**src/rtl/lockstep_mon_pkg.sv**
```systemverilog
// Shared state encoding and default geometry for the two-copy lockstep divergence monitor.
package lockstep_mon_pkg;

  typedef enum logic [2:0] {
    IDLE,
    RESET_HOLD,
    SETTLE,
    OBSERVE,
    DONE
  } mon_state_t;

  localparam int unsigned DEF_NUM_CH        = 4;
  localparam int unsigned DEF_AW            = 32;
  localparam int unsigned DEF_DW            = 32;
  localparam int unsigned DEF_RESET_CYCLES  = 2;
  localparam int unsigned DEF_SETTLE_CYCLES = 6;
  localparam int unsigned DEF_WINDOW        = 16;
  localparam int unsigned DEF_CW            = 8;

endpackage

```
**src/rtl/lockstep_div_cmp.sv**
```systemverilog
// Single-channel A/B comparator: valid/addr mismatch, plus data mismatch when
// LOCKSTEP_DATA_CMP_EN is defined. A disabled channel never reports divergence.
module lockstep_div_cmp #(
  parameter int unsigned AW = 32,
  parameter int unsigned DW = 32
) (
  input  logic          en,
  input  logic          valid_a,
  input  logic          valid_b,
  input  logic [AW-1:0] addr_a,
  input  logic [AW-1:0] addr_b,
  input  logic [DW-1:0] data_a,
  input  logic [DW-1:0] data_b,
  output logic          div
);

  logic both_valid;
  logic field_mismatch;

  assign both_valid = valid_a & valid_b;

`ifdef LOCKSTEP_DATA_CMP_EN
  assign field_mismatch = (addr_a != addr_b) || (data_a != data_b);
`else
  logic unused_data;
  assign unused_data    = ^{data_a, data_b};
  assign field_mismatch = (addr_a != addr_b);
`endif

  assign div = en & ((valid_a ^ valid_b) | (both_valid & field_mismatch));

endmodule

```
**src/rtl/lockstep_divergence_monitor.sv**
```systemverilog
// Two-copy lockstep observer: sequences core reset, requests equal initial state, then
// latches the first A/B channel divergence over a bounded window. Option: LOCKSTEP_DATA_CMP_EN.
module lockstep_divergence_monitor
  import lockstep_mon_pkg::*;
#(
  parameter int unsigned NUM_CH        = DEF_NUM_CH,
  parameter int unsigned AW            = DEF_AW,
  parameter int unsigned DW            = DEF_DW,
  parameter int unsigned RESET_CYCLES  = DEF_RESET_CYCLES,
  parameter int unsigned SETTLE_CYCLES = DEF_SETTLE_CYCLES,
  parameter int unsigned WINDOW        = DEF_WINDOW,
  parameter int unsigned CW            = DEF_CW,
  localparam int unsigned CHW          = (NUM_CH > 1) ? $clog2(NUM_CH) : 1
) (
  input  logic                 clk,
  input  logic                 reset,
  input  logic                 start,
  input  logic [NUM_CH-1:0]    ch_mask,
  input  logic [NUM_CH-1:0]    valid_a,
  input  logic [NUM_CH-1:0]    valid_b,
  input  logic [NUM_CH*AW-1:0] addr_a,
  input  logic [NUM_CH*AW-1:0] addr_b,
  input  logic [NUM_CH*DW-1:0] data_a,
  input  logic [NUM_CH*DW-1:0] data_b,
  output logic                 core_reset,
  output logic                 init_eq_req,
  output logic                 observing,
  output logic                 done,
  output logic                 diverged,
  output logic                 pass,
  output logic [NUM_CH-1:0]    div_vec,
  output logic [CHW-1:0]       first_div_ch,
  output logic [CW-1:0]        first_div_cycle
);

  localparam logic [CW-1:0] RST_LAST = CW'(RESET_CYCLES - 1);
  localparam logic [CW-1:0] SET_LAST = CW'(SETTLE_CYCLES - 1);
  localparam logic [CW-1:0] WIN_LAST = CW'(WINDOW - 1);

  mon_state_t        state_q, state_d;
  logic [CW-1:0]     cnt_q, cnt_d, cnt_inc;
  logic              clear_verdict;
  logic [NUM_CH-1:0] ch_div;
  logic [NUM_CH-1:0] obs_div;
  logic [CHW-1:0]    lowest_ch;
  logic              lowest_found;

  for (genvar g = 0; g < NUM_CH; g++) begin : g_cmp
    lockstep_div_cmp #(.AW(AW), .DW(DW)) u_cmp (
      .en      (ch_mask[g]),
      .valid_a (valid_a[g]),
      .valid_b (valid_b[g]),
      .addr_a  (addr_a[g*AW +: AW]),
      .addr_b  (addr_b[g*AW +: AW]),
      .data_a  (data_a[g*DW +: DW]),
      .data_b  (data_b[g*DW +: DW]),
      .div     (ch_div[g])
    );
  end

  assign obs_div = (state_q == OBSERVE) ? ch_div : '0;

  always_comb begin
    lowest_ch    = '0;
    lowest_found = 1'b0;
    for (int unsigned i = 0; i < NUM_CH; i++) begin
      if (obs_div[i] && !lowest_found) begin
        lowest_ch    = CHW'(i);
        lowest_found = 1'b1;
      end
    end
  end

  // One counter serves every timed phase; it restarts from zero at each phase change.
  assign cnt_inc = (cnt_q == '1) ? cnt_q : cnt_q + 1'b1;

  always_comb begin
    state_d       = state_q;
    cnt_d         = cnt_inc;
    clear_verdict = 1'b0;
    core_reset    = 1'b0;
    init_eq_req   = 1'b0;
    observing     = 1'b0;
    done          = 1'b0;
    unique case (state_q)
      IDLE: begin
        core_reset = 1'b1;
        cnt_d      = '0;
        if (start) begin
          state_d       = RESET_HOLD;
          clear_verdict = 1'b1;
        end
      end
      RESET_HOLD: begin
        core_reset = 1'b1;
        if (cnt_q == RST_LAST) begin
          state_d = SETTLE;
          cnt_d   = '0;
        end
      end
      SETTLE: begin
        init_eq_req = (cnt_q == '0);
        if (cnt_q == SET_LAST) begin
          state_d = OBSERVE;
          cnt_d   = '0;
        end
      end
      OBSERVE: begin
        observing = 1'b1;
        if (cnt_q == WIN_LAST) begin
          state_d = DONE;
          cnt_d   = '0;
        end
      end
      DONE: begin
        done  = 1'b1;
        cnt_d = '0;
        if (start) begin
          state_d       = RESET_HOLD;
          clear_verdict = 1'b1;
        end
      end
      default: begin
        state_d    = IDLE;
        cnt_d      = '0;
        core_reset = 1'b1;
      end
    endcase
  end

  always_ff @(posedge clk or posedge reset) begin
    if (reset) begin
      state_q <= IDLE;
      cnt_q   <= '0;
    end else begin
      state_q <= state_d;
      cnt_q   <= cnt_d;
    end
  end

  always_ff @(posedge clk or posedge reset) begin
    if (reset) begin
      diverged        <= 1'b0;
      div_vec         <= '0;
      first_div_ch    <= '0;
      first_div_cycle <= '0;
    end else if (clear_verdict) begin
      diverged        <= 1'b0;
      div_vec         <= '0;
      first_div_ch    <= '0;
      first_div_cycle <= '0;
    end else if (|obs_div) begin
      div_vec <= div_vec | obs_div;
      if (!diverged) begin
        diverged        <= 1'b1;
        first_div_ch    <= lowest_ch;
        first_div_cycle <= cnt_q;
      end
    end
  end

  assign pass = done & ~diverged;

endmodule

```
**config.mk**
```make
export PLATFORM = sky130hd
export DESIGN_NAME = lockstep_divergence_monitor
export DESIGN_NICKNAME = d
export VERILOG_FILES = /design/src/rtl/lockstep_mon_pkg.sv /design/src/rtl/lockstep_div_cmp.sv /design/src/rtl/lockstep_divergence_monitor.sv
export SDC_FILE = /design/constraint.sdc
export NUM_CORES = 1
export LEC_CHECK = 0
export CORE_AREA = 2 2 212 214
export CTS_BUF_LIST = sky130_fd_sc_hd__clkbuf_16
export DETAILED_ROUTE_END_ITERATION = 7
export DIE_AREA = 0 0 214 216
export PLACE_DENSITY = 0.4
export SLEW_MARGIN = 5
export SYNTH_ARGS = -nofsm -noshare
export SYNTH_HDL_FRONTEND = slang
export SYNTH_SLANG_ARGS = --single-unit
```
**constraint.sdc**
```tcl
create_clock -name clk -period 2.9 [get_ports clk]
set_clock_uncertainty 0.1 [all_clocks]
set_input_delay 0.435 -clock clk [delete_from_list [all_inputs] [get_ports clk]]
set_output_delay 0.435 -clock clk [all_outputs]
set_load 0.01 [all_outputs]
```
==> flow_summary.json <==
{
  "final_cell_mix": "clkdlybuf4s50_1 (288), xor2_1 (96), xnor2_1 (34)",
  "dp.cells": 1213,
  "grt-ovfl-total": 0,
  "root_buffer": "clkbuf_16",
  "yosys.area.top_type": "xor2_1",
  "die_x_um": 214,
  "critPathMaxFanout": 7,
  "path_cells": "nor4_1 > and3_1 > and4b_1 > clkdlybuf4s50_1",
  "finalSetupTns_ns": 0,
  "synth_area_um2": 2800,
  "port_buffers": 290,
  "setup_viol": 0,
  "cp_slowest_stage_delay_ns": 0.57,
  "design.portCount": 547,
  "track_usage": 0.0590,
  "final_max_slew_viol_count": 0,
  "netlist.area_leader.share": 0.300,
  "nNetsFinal": 1160,
  "dp_hpwl_um": 12900,
  "max_freq_ghz": 0.364,
  "drcViolationCount": 0,
  "status": "completed",
  "ys_ff_latch": 26,
  "p_per_area_nw_per_um2": 343,
  "ys_top_cells_by_area": "xor2_1 (30%), dfrtp_1 (23%), xnor2_1 (11%), nor4_1 (6.0%), nand4_1 (3.3%)",
  "hold_depth": 1,
  "yosysWarningCount": 0,
  "clock_path_buffers": 2,
  "worst_pin_slew_ns": 0.532,
  "final_common_cell": "clkdlybuf4s50_1",
  "antenna_found_initial": 3,
  "grt_pass1_wl_um": 21000,
  "synth_cell_types": 39,
  "synthFlopType": "dfrtp_1",
  "rsz0062_at_grt": "false",
  "rr_worst_depth": 7,
  "die_area_um2": 46200,
  "worstPathRequired_ns": 2.37,
  "fill_cells": 4962,
  "cp_slowest_cell": "clkdlybuf4s50_1",
  "clkTransAtPathRegs_ns": 0.06,
  "final_cells": 1216,
  "routedWlPerCell_um": 11.7,
  "finalCritPeriodShare": 0.948,
  "grt_pass1_vias": 3545,
  "first_iter_violations": 48,
  "cts-hold-fix-buffers": 0,
  "cp-start-kind": "flop",
  "ant_nets": 0,
  "synth-edff-count": 0,
  "area_growth_pct": 138,
  "syn_inst": 320,
  "hold_viol_final": 0,
  "crit_arrival_ns": 2.21,
  "drive_above_1_share": 0.0449,
  "die_h_um": 216,
  "vias": 3381,
  "grt_max_degree": 27,
  "worstSetupPathType": "reg -> out",
  "p_leak_uw": 0.00241,
  "cp.depth": 4,
  "diodes": 0,
  "maxCapViolations": 0,
  "clock-sinks": 26,
  "place_congestion": 0.747,
  "end_kind": "output pin",
  "path_buf_inv": 1,
  "vias_per_cell": 2.78,
  "start_util": 0.0639,
  "syn_area_per_cell_um2": 8.76,
  "async_flop_share": 1.00,
  "insertion_delay_ns": 0.25,
  "slew_headroom": 0.645,
  "cts_made_buffers": 3,
  "crit_family": "simple AND/OR/NAND/NOR gates",
  "dpl_worst_slack_ns": -0.386,
  "final_core_utilization": 0.152,
  "min_path_type": "reg -> reg",
  "vdd_drop_max_mv": 0.265,
  "wl_um": 14200,
  "synthesis.nets": 854,
  "h-tree-depth": 1,
  "cts_tree": "yes",
  "final-seq-area_um2": 651,
  "postCtsSetupBuffers": 0,
  "seq_area_frac_synth": 0.232,
  "hold_slack_ns": 0.391,
  "period_needed_ns": 2.75,
  "setup_ws_ns": 0.150,
  "core_um2": 43800,
  "multi_input_area_um2": 2120,
  "first_pass_iters": 4,
  "rows": 77
}
## cells in the mapped netlist, drive strengths merged, types with 2 or more instances
library cell and count:
nor4 27, nand2 20, clkbuf 3, nand4 15, nor2 17, a21oi 5, inv 12, a31oi 2
nand2b 3, and3 2, o21a 5, xnor2 35, nor3 5, mux2i 8, ha 7, xor2 96
dfrtp 26, and2 2, o21ai 6, nand3 9
## cell type report
cell class / instances / area share
Multi-Input combinational cell: 278 / 0.319
Clock buffer: 3 / 0.0113
Inverter: 12 / 0.00676
Tap cell: 592 / 0.111
Timing Repair Buffer: 305 / 0.454
Sequential cell: 26 / 0.0977
## state kept, by name, indices dropped and copies added, names as in the netlist
signal	flops
cnt_q	8
diverged	1
div_vec	4
first_div_cycle	8
first_div_ch	2
state_q	3
## per-layer routing
| layer | share of wire | global-route usage | wire length (µm) | vias up |
|---|---|---|---|---|
| met1 | 0.39 | 0.0651 | 5510 | 1526 |
| met2 | 0.53 | 0.113 | 7580 | 124 |
| li1 | - | - | - | 1717 |
| met3 | 0.071 | 0.0187 | 1010 | 10 |
| met5 | 0.0015 | 0 | 21 | - |
| met4 | 0.0039 | 0.00466 | 55 | 4 |
## report_power, final
| group | leakage, µW | internal [µW] | switching, µW | total (µW) |
|---|---|---|---|---|
| Clock | 0.0000370 | 183 | 120 | 302 |
| Combinational | 0.00203 | 819 | 590 | 1410 |
| Sequential | 0.000341 | 467 | 106 | 573 |
| Total | 0.00241 | 1470 | 815 | 2280 |
## worst paths after layout
path,slack [ns],from,endpoint
max,0.15,cnt_q[7],init_eq_req
min,0.39,div_vec[1],div_vec[1]
max reg2reg,0.77,state_q[1],first_div_cycle[0]
min reg2reg,0.39,div_vec[1],div_vec[1]
max in group asynchronous,1.98,reset,diverged
min in group asynchronous,0.45,reset,first_div_cycle[3]
## cell families (layout without fill, tap and decap cells)
logic type,count (synthesis),after routing,share of synthesized area
adder cells (fa/ha/maj),7,7,0.0312
multiplexers,9,9,0.0326
buffers and inverters,16,320,0.0277
AND/OR/NAND/NOR,103,103,0.192
AO/OA/AOI/OAI,28,28,0.0746
flip-flops,26,26,0.232
XOR/XNOR,131,131,0.409
## stage by stage
stage / power [µW] / instance area, µm²
final: 2280 / 6660
after global routing: 2460 / 6660
after CTS: 2330 / 6610
after detailed placement: 2010 / 6530
after global placement: 2010 / 6530
after floorplan: 1170 / 2800
## worst reg2reg max path: stages, from the launching register on
cell	delay, ns
dfrtp_1	0.42
nor2b_1	0.19
and2_2	0.31
nand3_1	0.13
o21ai_0	0.32
o41a_1	0.21
buf_6	0.17
mux2i_1	0.21
## timing repair
action                     in CTS  in global routing
gates cloned                    0                  0
gates resized for setup         2                  9
setup endpoints to repair       8                  8
pin swaps                       0                  3
No activity file was read; power rests on OpenSTA's default activity.
